[config.mk]
export PLATFORM = sky130hd
export DESIGN_NAME = mem_access_unit
export DESIGN_NICKNAME = d
export VERILOG_FILES = /design/src/rtl/mem_access_unit.sv
export SDC_FILE = /design/constraint.sdc
export NUM_CORES = 1
export LEC_CHECK = 0
export ABC_AREA = 1
export BUFFER_PORTS_ARGS = -buffer_cell sky130_fd_sc_hd__buf_2
export CAP_MARGIN = 20
export CORE_UTILIZATION = 45
export DETAILED_ROUTE_END_ITERATION = 7
export GPL_TIMING_DRIVEN = 0
export PLACE_DENSITY = 0.7
export REMOVE_ABC_BUFFERS = 1
export SETUP_SLACK_MARGIN = 0.2
export SLEW_MARGIN = 10
export SYNTH_ARGS = -nofsm -noshare
export SYNTH_HDL_FRONTEND = slang
export SYNTH_SLANG_ARGS = --single-unit
export TNS_END_PERCENT = 100
[constraint.sdc]
create_clock -name clk -period 2.7 [get_ports clk]
set_input_delay 0.135 -clock clk [delete_from_list [all_inputs] [get_ports clk]]
set_output_delay 0.135 -clock clk [all_outputs]
set_load 0.05 [all_outputs]
[src/rtl/mem_access_unit.sv]
// Load/store bridge: turns one byte/half/word core request into one or two
// word-aligned RAM bus beats with byte strobes, then returns extended load data.
package mem_access_pkg;
   localparam logic [31:0] RAM_BASE_ADDR = 32'h0000_1000;
   localparam logic [31:0] RAM_END_ADDR  = 32'h0000_2000;

   typedef enum logic [1:0] {
      S_IDLE,
      S_BEAT0,
      S_BEAT1,
      S_RESP
   } state_e;
endpackage

module mem_access_unit
   import mem_access_pkg::*;
#(
   parameter logic [31:0] BASE_ADDR = RAM_BASE_ADDR,
   parameter logic [31:0] END_ADDR  = RAM_END_ADDR
) (
   input  logic        clk,
   input  logic        rst_n,
   input  logic        req_valid,
   output logic        req_ready,
   input  logic        req_we,
   input  logic [1:0]  req_size,
   input  logic        req_unsigned,
   input  logic [31:0] req_addr,
   input  logic [31:0] req_wdata,
   output logic        resp_valid,
   output logic [31:0] resp_rdata,
   output logic        resp_err,
   output logic [31:0] addr,
   output logic [31:0] wdata,
   output logic        re,
   output logic        we,
   output logic [3:0]  wstrb,
   input  logic [31:0] rdata
);

   state_e      state_q, state_d;
   logic        we_q, we_d;
   logic [1:0]  size_q, size_d;
   logic        uns_q, uns_d;
   logic [31:0] addr_q, addr_d;
   logic [31:0] wdata_q, wdata_d;
   logic [7:0]  mask_q, mask_d;
   logic        err_q, err_d;
   logic [31:0] lo_q, lo_d;
   logic [31:0] hi_q, hi_d;
   logic        resp_valid_q, resp_valid_d;
   logic [31:0] resp_rdata_q, resp_rdata_d;
   logic        resp_err_q, resp_err_d;

   // Request decode, evaluated on the live request inputs for use at accept.
   logic [2:0]  req_nbytes;
   logic [7:0]  req_mask;
   logic [32:0] req_last_byte;
   logic        req_err;

   always_comb begin
      case (req_size)
         2'b00:   req_nbytes = 3'd1;
         2'b01:   req_nbytes = 3'd2;
         default: req_nbytes = 3'd4;
      endcase
      req_mask      = ((8'd1 << req_nbytes) - 8'd1) << req_addr[1:0];
      req_last_byte = {1'b0, req_addr} + {30'd0, req_nbytes} - 33'd1;
      req_err       = (req_size == 2'b11) || (req_addr < BASE_ADDR) ||
                      (req_last_byte >= {1'b0, END_ADDR});
   end

   logic [63:0] assembled;
   logic [31:0] load_word;
   logic [31:0] load_ext;

   always_comb begin
      // NOTE: every variable gets a default first so no path can infer a latch.
      state_d = state_q;
      we_d    = we_q;
      size_d  = size_q;
      uns_d   = uns_q;
      addr_d  = addr_q;
      wdata_d = wdata_q;
      mask_d  = mask_q;
      err_d   = err_q;
      lo_d    = lo_q;
      hi_d    = hi_q;
      addr    = 32'd0;
      wdata   = 32'd0;
      re      = 1'b0;
      we      = 1'b0;
      wstrb   = 4'd0;

      case (state_q)
         S_IDLE: begin
            if (req_valid) begin
               we_d    = req_we;
               size_d  = req_size;
               uns_d   = req_unsigned;
               addr_d  = req_addr;
               wdata_d = req_wdata;
               mask_d  = req_mask;
               err_d   = req_err;
               state_d = req_err ? S_RESP : S_BEAT0;
            end
         end
         S_BEAT0: begin
            addr  = {addr_q[31:2], 2'b00};
            re    = !we_q;
            we    = we_q;
            wstrb = mask_q[3:0];
            wdata = wdata_q << {addr_q[1:0], 3'b000};
            if (!we_q) lo_d = rdata;
            state_d = (|mask_q[7:4]) ? S_BEAT1 : S_RESP;
         end
         S_BEAT1: begin
            addr  = {addr_q[31:2], 2'b00} + 32'd4;
            re    = !we_q;
            we    = we_q;
            wstrb = mask_q[7:4];
            wdata = wdata_q >> (6'd32 - {1'b0, addr_q[1:0], 3'b000});
            if (!we_q) hi_d = rdata;
            state_d = S_RESP;
         end
         S_RESP:  state_d = S_IDLE;
         default: state_d = S_IDLE;
      endcase

      // Response is registered on the edge that enters RESP, so it is built
      // from the buffer values being captured on that same edge.
      assembled = {hi_d, lo_d} >> {addr_d[1:0], 3'b000};
      load_word = assembled[31:0];
      case (size_d)
         2'b00:   load_ext = uns_d ? {24'd0, load_word[7:0]}
                                   : {{24{load_word[7]}}, load_word[7:0]};
         2'b01:   load_ext = uns_d ? {16'd0, load_word[15:0]}
                                   : {{16{load_word[15]}}, load_word[15:0]};
         default: load_ext = load_word;
      endcase

      resp_valid_d = (state_d == S_RESP);
      resp_err_d   = resp_valid_d && err_d;
      resp_rdata_d = (resp_valid_d && !err_d && !we_d) ? load_ext : 32'd0;
   end

   // NOTE: sequential state uses non-blocking assignments only.
   always_ff @(posedge clk or negedge rst_n) begin
      if (!rst_n) begin
         state_q      <= S_IDLE;
         we_q         <= 1'b0;
         size_q       <= 2'b00;
         uns_q        <= 1'b0;
         addr_q       <= 32'd0;
         wdata_q      <= 32'd0;
         mask_q       <= 8'd0;
         err_q        <= 1'b0;
         lo_q         <= 32'd0;
         hi_q         <= 32'd0;
         resp_valid_q <= 1'b0;
         resp_rdata_q <= 32'd0;
         resp_err_q   <= 1'b0;
      end else begin
         state_q      <= state_d;
         we_q         <= we_d;
         size_q       <= size_d;
         uns_q        <= uns_d;
         addr_q       <= addr_d;
         wdata_q      <= wdata_d;
         mask_q       <= mask_d;
         err_q        <= err_d;
         lo_q         <= lo_d;
         hi_q         <= hi_d;
         resp_valid_q <= resp_valid_d;
         resp_rdata_q <= resp_rdata_d;
         resp_err_q   <= resp_err_d;
      end
   end

   assign req_ready  = (state_q == S_IDLE);
   assign resp_valid = resp_valid_q;
   assign resp_rdata = resp_rdata_q;
   assign resp_err   = resp_err_q;

endmodule

After elaboration in Yosys (flattened, before gate mapping)
Cells that the tools add are included.
- muxes and demuxes: 28
- equal/unequal tests: 7
- $add $sub $neg: 5
- shifts and indexed selects: 5
- reductions and logical operators: 14
- order comparisons: 2
- operator list (kind ; count):
    2-to-1 mux 32 bit ; 7
    case mux 32 bit (2 select lines) ; 3
    right shift 64 x 5 -> 32 bit ; 1
    adder 32 x 3 -> 33 bit ; 1
    greater-or-equal comparator 33 x 14 -> 1 bit, second input constant ; 1
    subtractor 33 x 1 -> 33 bit, second input constant ; 1
    adder 32 x 3 -> 32 bit, second input constant ; 1
    < comparator 32 x 13 -> 1 bit, second input constant ; 1
    << shifter 32 x 5 -> 32 bit ; 1
    right shift 32 x 6 -> 32 bit ; 1
    2-to-1 mux 2 bit ; 6
    2-to-1 mux 1 bit ; 9
    equality test 2 bit, second input constant ; 4
    case mux 2 bit (4 select lines) ; 1
    case mux 4 bit (2 select lines) ; 1
    << shifter 1 x 3 -> 8 bit, first input constant ; 1
    << shifter 8 x 2 -> 8 bit ; 1
    subtractor 8 x 1 -> 8 bit, second input constant ; 1
    equality test 2 x 1 -> 1 bit, second input constant ; 3
    zero test 2 bit ; 3
    case mux 3 bit (2 select lines) ; 1
    subtractor 6 x 5 -> 6 bit, first input constant ; 1
    OR reduction 4 bit ; 1
    logical AND 1 bit ; 3
    other kinds (4) ; 7
- output and inout port bits: 105
- input port bits: 103
- logic and storage cells: 75
- register bits after elaboration: 177

Depth between registers and ports, before layout
Gate-level depths: netlist of the first run.
- depth in word-level cells: 13
- depth in mapped cells: 28
- mapped depth without buffers: 27

Worst setup path before layout of the first run
No wires, ideal clock.
- path type: input to register
- start: input port req_size[0]
- end: register resp_rdata_q[6], in the netlist resp_rdata[6]
- required time: 2.574 ns
- stages: 26
- data arrival time: 2.726 ns
- path buffers: 1
- setup slack: -0.151 ns
- setup time: 0.126 ns
- path through: inv_1 nor2_1 inv_1 ha_1 inv_1 ha_1 fa_1 inv_1 nand3_1 nand3_1 nand2_1 nand2_1 nand2_1 nand2_1 nand2_1 nand3b_1 nand2_1 inv_1 nand3_1 nor2_1 nand2_1 nand2_2 nand2_2 nand2_4 buf_6 nor3_2
- cells in the longest elaborated chain, start to end: 13
- elaborated cells between the ends (all ways): 24
- classes of those cells: add/sub (2); order compare (1); eq/ne (4); mux (10); reduce/logical (7)
- ends and longest elaborated chain (item ; line ; RTL):
    start: declaration ; 26 ; input logic [1:0] req_size,
    equality test 2 x 1 -> 1 bit or zero test 2 bit (tied branches) ; 62 ; case (req_size)
    case mux 3 bit (2 select lines) ; 62 ;
    adder 32 x 3 -> 33 bit ; 68 ; req_last_byte = {1'b0, req_addr} + {30'd0, req_nbytes} - 33'd1;
    subtractor 33 x 1 -> 33 bit ; 68 ;
    greater-or-equal comparator 33 x 14 -> 1 bit ; 70 ; (req_last_byte >= {1'b0, END_ADDR});
    logical OR 1 bit * ; 69 ; req_err = (req_size == 2'b11) || (req_addr < BASE_ADDR) ||
    2-to-1 mux 2 bit * ; 105 ; state_d = req_err ? S_RESP : S_BEAT0;
    2-to-1 mux 2 bit * ; 97 ; if (req_valid) begin
    case mux 2 bit (4 select lines) * ; 95 ; case (state_q)
    net state_d[1] ; 41 ; state_e state_q, state_d;
    equality test 2 bit * ; 142 ; resp_valid_d = (state_d == S_RESP);
    logical AND 1 bit * (2 in series) ; 144 ; resp_rdata_d = (resp_valid_d && !err_d && !we_d) ? load_ext : 32'd0;
    2-to-1 mux 32 bit * ; 144 ;
    net resp_rdata_d[6] ; 52 ; logic [31:0] resp_rdata_q, resp_rdata_d;
    end signal: assignment ; 175 ; resp_rdata_q <= resp_rdata_d;
    end: declaration ; 52 ;
The timed path passes the listed nets; every way through them passes the cells marked *.
A chain may end at the register's enable or synchronous reset.

Worst setup path in the final report of the first run
- start: register addr_q[3]
- end: output port addr[29]
- cells in the longest elaborated chain, start to end: 2
- ends and longest elaborated chain (item ; line ; RTL):
    start: declaration ; 45 ; logic [31:0] addr_q, addr_d;
    start signal: assignment ; 168 ; addr_q <= addr_d;
    adder 32 x 3 -> 32 bit ; 118 ; addr = {addr_q[31:2], 2'b00} + 32'd4;
    case mux 32 bit (2 select lines) ; 95 ;
    end: declaration ; 33 ; output logic [31:0] addr,
Every way passes these cells.

==> results of run 1 <==
-- synth_stat cells (all sizes together) (14+ instances only) --
| master | number |
|---|---|
| a22oi | 14 |
| o211ai | 19 |
| nor2 | 113 |
| nand3 | 80 |
| a21oi | 98 |
| clkbuf | 55 |
| inv | 344 |
| nor3 | 49 |
| o21ai | 195 |
| ha | 53 |
| mux2i | 16 |
| dfrtp | 169 |
| buf | 23 |
| nand2 | 584 |
-- timing repair --
action / in CTS / in global routing
buffers inserted: 79 / 30
pin swaps: 60 / 80
resized for setup: 310 / 141
cloned: 17 / 3
hold endpoints to repair: 126 / 0
hold buffers: 57 / 0
endpoints found under the setup margin: 140 / 92
-- registers in the layout (all words and copies together), names as in the netlist --
signal and cells:
resp_valid 1, resp_rdata 32, lo_q 32, size_q 2, addr_q 32, err_q 1
state_q 2, we_q 1, hi_q 24, mask_q 8, wdata_q 32, resp_err 1
uns_q 1
-- power by group --
| part | total, mW | internal, mW | switching [mW] |
|---|---|---|---|
| Sequential | 4.35 | 3.61 | 0.740 |
| Combinational | 15.0 | 5.13 | 9.89 |
| Clock | 2.58 | 1.37 | 1.21 |
| Total | 22.0 | 10.1 | 11.8 |
-- metal layers --
| layer | vias to the layer above | wire length (um) | global-route usage (%) |
|---|---|---|---|
| met5 | - | 0 | 0 |
| met4 | 0 | 1340 | 10.3 |
| met3 | 132 | 4130 | 5.67 |
| met2 | 762 | 21100 | 48.6 |
| li1 | 6711 | - | - |
| met1 | 6578 | 19200 | 41.6 |
-- final cells by class --
cell class                 count  share of cell area, %
inverter                     349                   7.77
antenna                        1                 0.0138
timing repair inverter         3                  0.145
multi-input combinational   1308                   43.5
clock buffer                  19                   2.51
sequential                   169                   23.5
timing repair buffer         387                   19.2
clock inverter                13                  0.837
tap                          372                   2.57
-- final timing paths --
path / end / slack, ns / cells after the start
setup / recovery: addr[29] / -0.36 / 17
hold / removal: addr_q[5] / -0.008 / 3
setup reg to reg: resp_rdata[25] / -0.03 / 15
hold reg to reg: hi_q[17] / 0.48 / 2
max in group asynchronous: addr_q[0] / 1.55 / 3
min in group asynchronous: addr_q[2] / 0.22 / 2
-- layout by cell type (no fill, tap or decap), drive strengths merged, types with 2 or more instances in the layout --
| cell type | n |
|---|---|
| nor4 | 2 |
| o21bai | 9 |
| o211ai | 19 |
| bufbuf | 4 |
| nand3 | 81 |
| a21o | 2 |
| o221ai | 12 |
| a22oi | 14 |
| o21ai | 195 |
| clkinvlp | 8 |
| inv | 350 |
| nor3 | 49 |
| nor2 | 113 |
| mux2 | 3 |
| and2 | 3 |
| buf | 325 |
| a32o | 3 |
| clkinv | 6 |
| nand2 | 592 |
| mux2i | 16 |
| a31oi | 4 |
| xor2 | 2 |
| a221oi | 2 |
| nand3b | 2 |
| or2 | 5 |
| conb | 2 |
| nand4 | 12 |
| o22ai | 2 |
| o21a | 8 |
| a21oi | 98 |
| dfrtp | 169 |
| clkbuf | 20 |
| ha | 53 |
| dlygate4sd3 | 57 |
-- per-stage QoR --
| step | hold slack (ns) | TNS [ns] | total power, mW | util [%] | cells |
|---|---|---|---|---|---|
| after floorplan | -0.161 | -203.04 | 11.5 | - | 1817 |
| after global routing | 0.0139 | -17.75 | 23.2 | 66.5 | 2620 |
| after global placement | 0.335 | -702.70 | 13.9 | 50.4 | 2394 |
| final | -0.00781 | -9.74 | 22.0 | 66.5 | 2621 |
| after CTS | 0.000896 | -5.80 | 20.3 | 63.5 | 2587 |
| after detailed placement | 0.122 | -114.98 | 14.3 | 51.2 | 2402 |
-- worst register-to-register path, cell delays in order (launching register included) --
cell and delay (ns):
dfrtp_1 0.39, inv_2 0.09, buf_4 0.13, ha_4 0.17, buf_4 0.19, nand2_8 0.17
o21ai_0 0.39, inv_1 0.11, nand2_1 0.08, o21ai_1 0.07, o21ai_1 0.27, o211ai_4 0.13
buf_6 0.15, buf_16 0.13, nand2_1 0.11, nor3_4 0.05
-- cells by family (layout without fill, tap and decap cells) --
family,count (synthesis),after routing
XOR/XNOR,2,2
buffers and inverters,427,771
adder cells (fa/ha/maj),54,54
AND/OR/NAND/NOR,851,860
AO/OA/AOI/OAI,371,371
multiplexers,19,19
other,1,3
flip-flops,169,169
==> flow_summary.json, run 1 <==
{
  "multiInputGateArea_um2": 7860,
  "clk_latency_ns": 0.45,
  "wl_mm": 45.9,
  "grt_max_degree": 106,
  "postSynthCellCount": 1894,
  "wire_per_inst_um": 17.5,
  "violations": "negative hold slack, negative setup slack",
  "synth.top_cell.area_share_pct": 33.6,
  "path_buf_inv": 3,
  "cts.sinks": 169,
  "final.period_utilization_pct": 113,
  "fill_cells": 2243,
  "peakVddDrop_mv": 0.820,
  "globalRouteTotalUtil_pct": 30.5,
  "slew_violations": 0,
  "vias": 14183,
  "power_leakage_nw": 9.55,
  "initial_core_util_pct": 46.3,
  "layout.nets": 2392,
  "yosysUniqueCellTypes": 52,
  "cts_buffers": 17,
  "setup.worst_path.start": "addr_q[3]",
  "drc": 0,
  "drv_cap": 0,
  "r2r-start": "state_q[1]",
  "place_area_um2": 13900,
  "antenna_found_initial": 1,
  "synth_xor_area_share_pct": 0.139,
  "first_global_vias": 13135,
  "synth_seq_cells": 169,
  "place_congestion": 0.925,
  "rows": 60,
  "ys_warn_count": 0,
  "io_buffers": 205,
  "cp_common_cell": "nor2_4",
  "final_antenna_net_count": 0,
  "async_reset_ff_share_pct": 100,
  "crit_required_ns": 2.57,
  "ios": 208,
  "drive_above_1_share_pct": 28.2,
  "synth_compound_area_share_pct": 16.7,
  "arrival_ns": 2.92,
  "setup_ws_ns": -0.358,
  "dieArea_um2": 28600,
  "syn_area_um2": 12600,
  "cts_buffer_depth": 2,
  "startpoint_type": "flop",
  "area_delta_synth_final_pct": 43.8,
  "cts_tree": "done",
  "gr-total-overflow": 0,
  "crit_type": "reg2out",
  "synth_edf_count": 0,
  "slowest_stage": "dfrtp_1",
  "htreeDepth": 4,
  "holdWs_ns": -0.00781,
  "synth_top_area_cell": "dfrtp_1",
  "path_delay_family": "simple AND/OR/NAND/NOR gates",
  "p_per_area_nw_per_um2": 1210,
  "synthTopCellsByArea": "dfrtp_1 (34%), nand2_1 (17%), inv_1 (9.7%), o21ai_0 (7.5%), ha_1 (5.3%)",
  "clk_pin_slew_worst_paths_ns": 0.07,
  "endpoint_kind": "output port",
  "rsz0062_at_grt": "true",
  "fin_skew_ns": 0.0119,
  "fp.dieW_um": 169,
  "report.final.setup_viol": 74,
  "root_buffer": "clkbuf_16",
  "cpPeakStageDelay_ns": 0.39,
  "core_area_um2": 27200,
  "dp_hpwl_mm": 26.9,
  "crit_chain": "buf_4, buf_6, nand2_4, nor2_4, nand2_2, nor2_4, nand4_1, nor2_2, nand3_2, nor2_4, nand3_4, nor2_4, nand2_1, nor2_1, o21ai_1, a21oi_2, buf_6",
  "syn_area_per_cell_um2": 6.64,
  "place_ws_ns": -2.05,
  "synthSimpleGateAreaFrac_pct": 29.2,
  "synth_mux_area_share_pct": 1.54,
  "path_max_fanout": 3,
  "worst_pin_slew_ns": 1.03,
  "ys_seq_area_share_pct": 33.6,
  "clock.fmax_mhz": 327,
  "regArea_um2": 4240,
  "slew_headroom_pct": 30.5,
  "min_period_ns": 3.06,
  "viasPerCell": 5.41,
  "grt_first_pass_wirelength_mm": 68.5,
  "die-height_um": 169,
  "drt-initial-drc-count": 1589,
  "design_area_um2": 18100,
  "hp-class": "in2reg",
  "synth_top_flop_cell": "dfrtp_1",
  "hp-start": "req_addr[5]",
  "final-hold-violation-count": 2,
  "drt_first_pass_iters": 5,
  "status": "finished with violations",
  "synth_top_family_by_area": "simple AND/OR/NAND/NOR gates",
  "synth_adder_area_share_pct": 5.43
}
Note: power is estimated with default switching activity, not from simulation.
==> run 2, diff against run 1 <==
--- a/config.mk
+++ b/config.mk
@@ -11,7 +11,9 @@
 export CORE_UTILIZATION = 45
 export DETAILED_ROUTE_END_ITERATION = 7
 export GPL_TIMING_DRIVEN = 0
+export MAX_ROUTING_LAYER = met4
 export PLACE_DENSITY = 0.7
+export RECOVER_POWER = 25
 export REMOVE_ABC_BUFFERS = 1
 export SETUP_SLACK_MARGIN = 0.2
 export SLEW_MARGIN = 10
==> run 2 against run 1 <==
Compared with the run above: the run ends with design-rule violations, max-capacitance violations, max-slew violations, negative setup slack left; clock-buffer cell count unchanged; clock power decreased by 8.1%; via count increased by 4.4%; final area increased by 2.1%; die area unchanged; first-iteration DRC count increased by 29%; sequential cell count unchanged; final cell count increased by 1.8%; routed wire length increased by 7.6%; fmax decreased by 5.9%; worst hold slack improved by 0.010 ns; combinational power increased by 4%.
==> flow_summary.json, run 2 (same netlist as run 1, synthesis figures left out) <==
{
  "status": "finished with violations",
  "violations": "design-rule violations, max-capacitance violations, max-slew violations, negative setup slack",
  "rsz0062_at_grt": "true",
  "cp_common_cell": "buf_4",
  "io_buffers": 205,
  "root_buffer": "clkbuf_16",
  "worst_pin_slew_ns": 2.25,
  "clock.fmax_mhz": 308,
  "fin_skew_ns": 0.00917,
  "initial_core_util_pct": 46.3,
  "core_area_um2": 27200,
  "slew_violations": 84,
  "dp_hpwl_mm": 27.1,
  "drt-initial-drc-count": 2050,
  "min_period_ns": 3.25,
  "cts_tree": "done",
  "drv_cap": 1,
  "crit_type": "reg2out",
  "fp.dieW_um": 169,
  "final_antenna_net_count": 0,
  "drt_first_pass_iters": 8,
  "holdWs_ns": 0.00242,
  "clk_pin_slew_worst_paths_ns": 0.08,
  "cts_buffer_depth": 2,
  "report.final.setup_viol": 72,
  "place_ws_ns": -2.02,
  "gr-total-overflow": 0,
  "layout_commonest_cell": "nand2_1",
  "power_leakage_nw": 9.69,
  "area_delta_synth_final_pct": 46.9,
  "peakVddDrop_mv": 0.836,
  "arrival_ns": 3.11,
  "crit_chain": "ha_2, nand2_2, nor2_4, nand2_4, buf_4, buf_6, buf_4, buf_4, buf_4, buf_4, buf_4, buf_4, buf_4, buf_4, buf_4, buf_4, nand2_2, a21oi_2, buf_6",
  "place_congestion": 0.921,
  "crit_required_ns": 2.57,
  "cts.sinks": 169,
  "endpoint_kind": "output port",
  "die-height_um": 169,
  "slowest_stage": "dfrtp_1",
  "vias": 14809,
  "wire_per_inst_um": 18.5,
  "hp-class": "in2reg",
  "clk_latency_ns": 0.45,
  "startpoint_type": "flop",
  "cpPeakStageDelay_ns": 0.37,
  "viasPerCell": 5.55,
  "drive_above_1_share_pct": 30.1,
  "globalRouteTotalUtil_pct": 32.4,
  "layout.nets": 2437,
  "rows": 60,
  "ios": 208,
  "htreeDepth": 4,
  "fill_cells": 2180,
  "first_global_vias": 13576,
  "grt_first_pass_wirelength_mm": 70.6,
  "grt_max_degree": 87,
  "multiInputGateArea_um2": 7950,
  "slew_headroom_pct": -50.1,
  "cts_buffers": 17,
  "setup_ws_ns": -0.549,
  "final-hold-violation-count": 0,
  "final.period_utilization_pct": 120,
  "regArea_um2": 4240,
  "dieArea_um2": 28600,
  "path_max_fanout": 2,
  "p_per_area_nw_per_um2": 1210,
  "wl_mm": 49.3,
  "antenna_found_initial": 3,
  "drc": 27,
  "final_cell_mix": "nand2_1 (522), inv_1 (293), o21ai_0 (169), dfrtp_1 (166), buf_2 (133)"
}
## run 2: changes by cell type in the layout (fill, tap and decap cells not counted), sizes merged
cell,delta
inv,-1
clkbuf,+12
diode,+2
bufinv,-1
clkinvlp,-1
dlygate4sd3,+2
buf,+31
clkinv,+2
o211ai,+1
## run 2: area by class of cell
class | instances | share of cell area, %
multi-input cells | 1309 | 43.1
inverters | 349 | 7.51
flip-flops and latches | 169 | 22.9
repair buffers | 432 | 20.9
clock buffers | 19 | 2.34
diodes | 3 | 0.0407
repair inverters | 2 | 0.0813
clock inverters | 13 | 0.590
well taps | 372 | 2.52
## run 2: path summary, 6_finish.rpt
check	start	endpoint	slack, ns	cells past startpoint
min	rdata[24]	lo_q[24]	0.002	3
min in group asynchronous	rst_n	addr_q[3]	0.84	2
max in group asynchronous	rst_n	addr_q[21]	0.35	2
min reg2reg	hi_q[20]	hi_q[20]	0.48	2
max reg2reg	state_q[0]	resp_rdata[9]	-0.08	15
max	addr_q[3]	addr[6]	-0.55	19
## run 2: through the flow
stage	TNS, ns	std cells	total power, mW	util (%)	instance area, um^2
2_1_floorplan	-203.04	1817	11.5	-	12200
3_3_place_gp	-691.85	2394	13.9	50.4	13700
3_5_place_dp	-114.62	2402	14.3	51.2	13900
4_1_cts	-3.02	2617	20.1	64.1	17400
5_1_grt	-16.64	2668	23.4	67.9	18500
6_report	-8.35	2668	22.3	67.9	18500
## run 2: layer usage
layer	routed length, um	GRT usage, %
met5	0	-
met4	2350	13.1
met3	4470	5.95
met2	22400	50.2
met1	20100	41.8
## run 2: worst max-delay path: cells and delay by family, from the launching register on
| kind | cells | cell delay, ns |
|---|---|---|
| adders and majority gates | 1 | 0.21 |
| DFF | 1 | 0.37 |
| and+or+nand+nor | 4 | 0.38 |
| AOI/OAI and AO/OA | 1 | 0.08 |
| buffers and inverters | 13 | 1.62 |
## run 2: repair_timing
item                                    4_1_cts  5_1_grt
resized for setup                           331      164
gates cloned                                 15        6
hold buffers                                 59        0
pin swaps                                    73       92
hold endpoints to repair                    146        0
endpoints found under the setup margin      137       99
buffers inserted                            109       42
## run 2: report_power, final
part,switching (mW),internal [mW]
Clock,1.17,1.20
Sequential,0.731,3.61
Combinational,10.3,5.32
Total,12.2,10.1
==> run 3, diff against run 2 <==
--- a/config.mk
+++ b/config.mk
@@ -10,7 +10,6 @@
 export CAP_MARGIN = 20
 export CORE_UTILIZATION = 45
 export DETAILED_ROUTE_END_ITERATION = 7
-export GPL_TIMING_DRIVEN = 0
 export MAX_ROUTING_LAYER = met4
 export PLACE_DENSITY = 0.7
 export RECOVER_POWER = 25
==> run 3 against run 2 <==
Compared with the run above: the run ends with max-capacitance violations, max-slew violations, negative setup slack left; utilization fell by 3.6 points; critical endpoint is now addr[24]; combinational power fell by 16%; register-to-register slack improved by 0.16 ns; sequential share of layout area rose by 1.3 points; total power fell by 11%; first-iteration DRC count fell by 38%; via count fell by 6.1%; final cell count fell by 0.82%; global-route usage fell by 1.9 points; die area did not move.
==> flow_summary.json, run 3 (same netlist as run 1, synthesis figures left out) <==
{
  "clockPowerShare_pct": 12.7,
  "drv_cap": 1,
  "startpoint_type": "flop",
  "instances_no_fill": 2646,
  "drc": 0,
  "area_delta_synth_final_pct": 39.1,
  "status": "finished with violations",
  "dp_hpwl_mm": 29.7,
  "power_leakage_nw": 9.37,
  "ios": 208,
  "rows": 60,
  "peakVddDrop_mv": 0.876,
  "clk_pin_slew_worst_paths_ns": 0.08,
  "final_cell_mix": "nand2_1 (548), inv_1 (304), o21ai_0 (176), dfrtp_1 (163), buf_2 (148)",
  "drive_above_1_share_pct": 27.4,
  "fp.dieW_um": 169,
  "layout_commonest_cell": "nand2_1",
  "cts_tree": "done",
  "gr-total-overflow": 0,
  "switching_share_pct": 53.9,
  "hp-class": "in2reg",
  "p_sw_mw": 10.8,
  "fin_skew_ns": 0.0138,
  "p_seq_share_pct": 21.5,
  "place_congestion": 0.937,
  "die-height_um": 169,
  "setup_ws_ns": -0.573,
  "path_max_fanout": 4,
  "arrival_ns": 3.14,
  "slew_headroom_pct": -28.8,
  "core_area_um2": 27200,
  "first_global_vias": 13101,
  "place_ws_ns": -0.593,
  "drt_first_pass_iters": 6,
  "wl_mm": 43.6,
  "grt_first_pass_wirelength_mm": 67.0,
  "antenna_found_initial": 1,
  "cts.sinks": 169,
  "worst_pin_slew_ns": 1.93,
  "clk_latency_ns": 0.45,
  "power.total_mw": 19.9,
  "utilization_pct": 64.4,
  "drt-initial-drc-count": 1269,
  "place_area_um2": 14500,
  "design_area_um2": 17500,
  "min_period_ns": 3.27,
  "crit_required_ns": 2.57,
  "cts_buffer_depth": 2,
  "grt_max_degree": 69,
  "violations": "max-capacitance violations, max-slew violations, negative setup slack",
  "globalRouteTotalUtil_pct": 30.5,
  "placed_cells": 2486,
  "dieArea_um2": 28600,
  "vias": 13901,
  "p_int_mw": 9.19,
  "crit_type": "reg2out",
  "io_buffers": 205,
  "initial_core_util_pct": 46.3,
  "final_antenna_net_count": 0,
  "p_per_area_nw_per_um2": 1140,
  "report.final.setup_viol": 17,
  "rsz0062_at_grt": "true",
  "viasPerCell": 5.25,
  "endpoint_kind": "output port",
  "cts_buffers": 17,
  "layout.nets": 2417,
  "wire_per_inst_um": 16.5,
  "htreeDepth": 4,
  "final.period_utilization_pct": 121,
  "root_buffer": "clkbuf_16",
  "clock.fmax_mhz": 305,
  "comb_power_share_pct": 65.8,
  "final-hold-violation-count": 0,
  "slew_violations": 68
}
run 3: cell types whose count changed in the layout (fill, tap and decap cells not counted), sizes merged:
cell | before | now
buf | 356 | 357
bufbuf | 4 | 0
clkbuf | 32 | 24
clkinvlp | 7 | 4
diode | 3 | 1
inv | 349 | 352
nand2 | 592 | 584
nand3 | 81 | 80
o211ai | 20 | 19
o21ai | 195 | 196
run 3: path summary, 6_finish.rpt:
path                       startpoint              to  slack (ns)  cells after the start
hold / removal              rdata[26]        lo_q[26]        0.02                      3
setup reg to reg           state_q[0]  resp_rdata[17]        0.08                     15
min in group asynchronous       rst_n      wdata_q[0]        0.78                      2
setup / recovery            addr_q[3]        addr[24]       -0.57                     20
max in group asynchronous       rst_n        lo_q[28]        0.26                      3
hold reg to reg              hi_q[21]        hi_q[21]        0.48                      2
run 3: power groups by stage:
| stage | clock network (mW) | registers, mW | logic (mW) |
|---|---|---|---|
| after floorplan | 0 | 4.50 | 6.99 |
| after global placement | 0 | 4.26 | 10.5 |
| after detailed placement | 0 | 4.29 | 10.7 |
| after CTS | 2.56 | 4.26 | 12.0 |
| after global routing | 2.66 | 4.39 | 14.2 |
| final | 2.54 | 4.29 | 13.1 |
run 3: what timing repair did:
action	CTS	global route
pin swaps	40	76
hold buffers	59	0
cloned	8	2
endpoints found under the setup margin	87	96
buffers inserted	34	24
hold endpoints to repair	132	0
gates resized for setup	200	146
run 3: through the flow:
| step | hold slack [ns] | setup TNS, ns |
|---|---|---|
| final | 0.0159 | -5.84 |
| after detailed placement | 0.225 | -19.62 |
| after CTS | 0.00288 | -3.87 |
| after floorplan | -0.161 | -203.04 |
| after global placement | 0.224 | -16.57 |
| after global routing | 0.0257 | -22.07 |
run 3: worst max-delay path, cell delays in order (launching register included):
cell and delay, ns:
dfrtp_1 0.37, ha_2 0.20, nand2_2 0.08, nor2_4 0.12
nand2_2 0.07, nor2_2 0.11, nand2_1 0.10, nor2_2 0.15
nand2_2 0.12, nor2_2 0.13, nand2_2 0.10, nor2_4 0.13
nand2_2 0.09, nor2_4 0.21, buf_4 0.14, buf_6 0.08
buf_6 0.09, nand4_1 0.07, nand3_1 0.11, a21oi_2 0.07
buf_6 0.16
run 3: cell type report:
| type | count | area (um^2) |
|---|---|---|
| fillers | 2402 | 9690 |
| diodes | 1 | 2.50 |
| well taps | 372 | 465 |
| repair buffers | 422 | 3410 |
| flip-flops and latches | 169 | 4240 |
| repair inverters | 1 | 7.51 |
| clock buffers | 18 | 439 |
| multi-input cells | 1300 | 7430 |
| inverters | 349 | 1330 |
| clock inverters | 14 | 171 |
run 3: metal layers:
layer	vias up	wire length, um	global-route usage, %
met5	-	0	-
met1	6428	18600	39.4
li1	6730	-	-
met4	0	1390	9.79
met2	632	20500	49.5
met3	111	3100	4.17
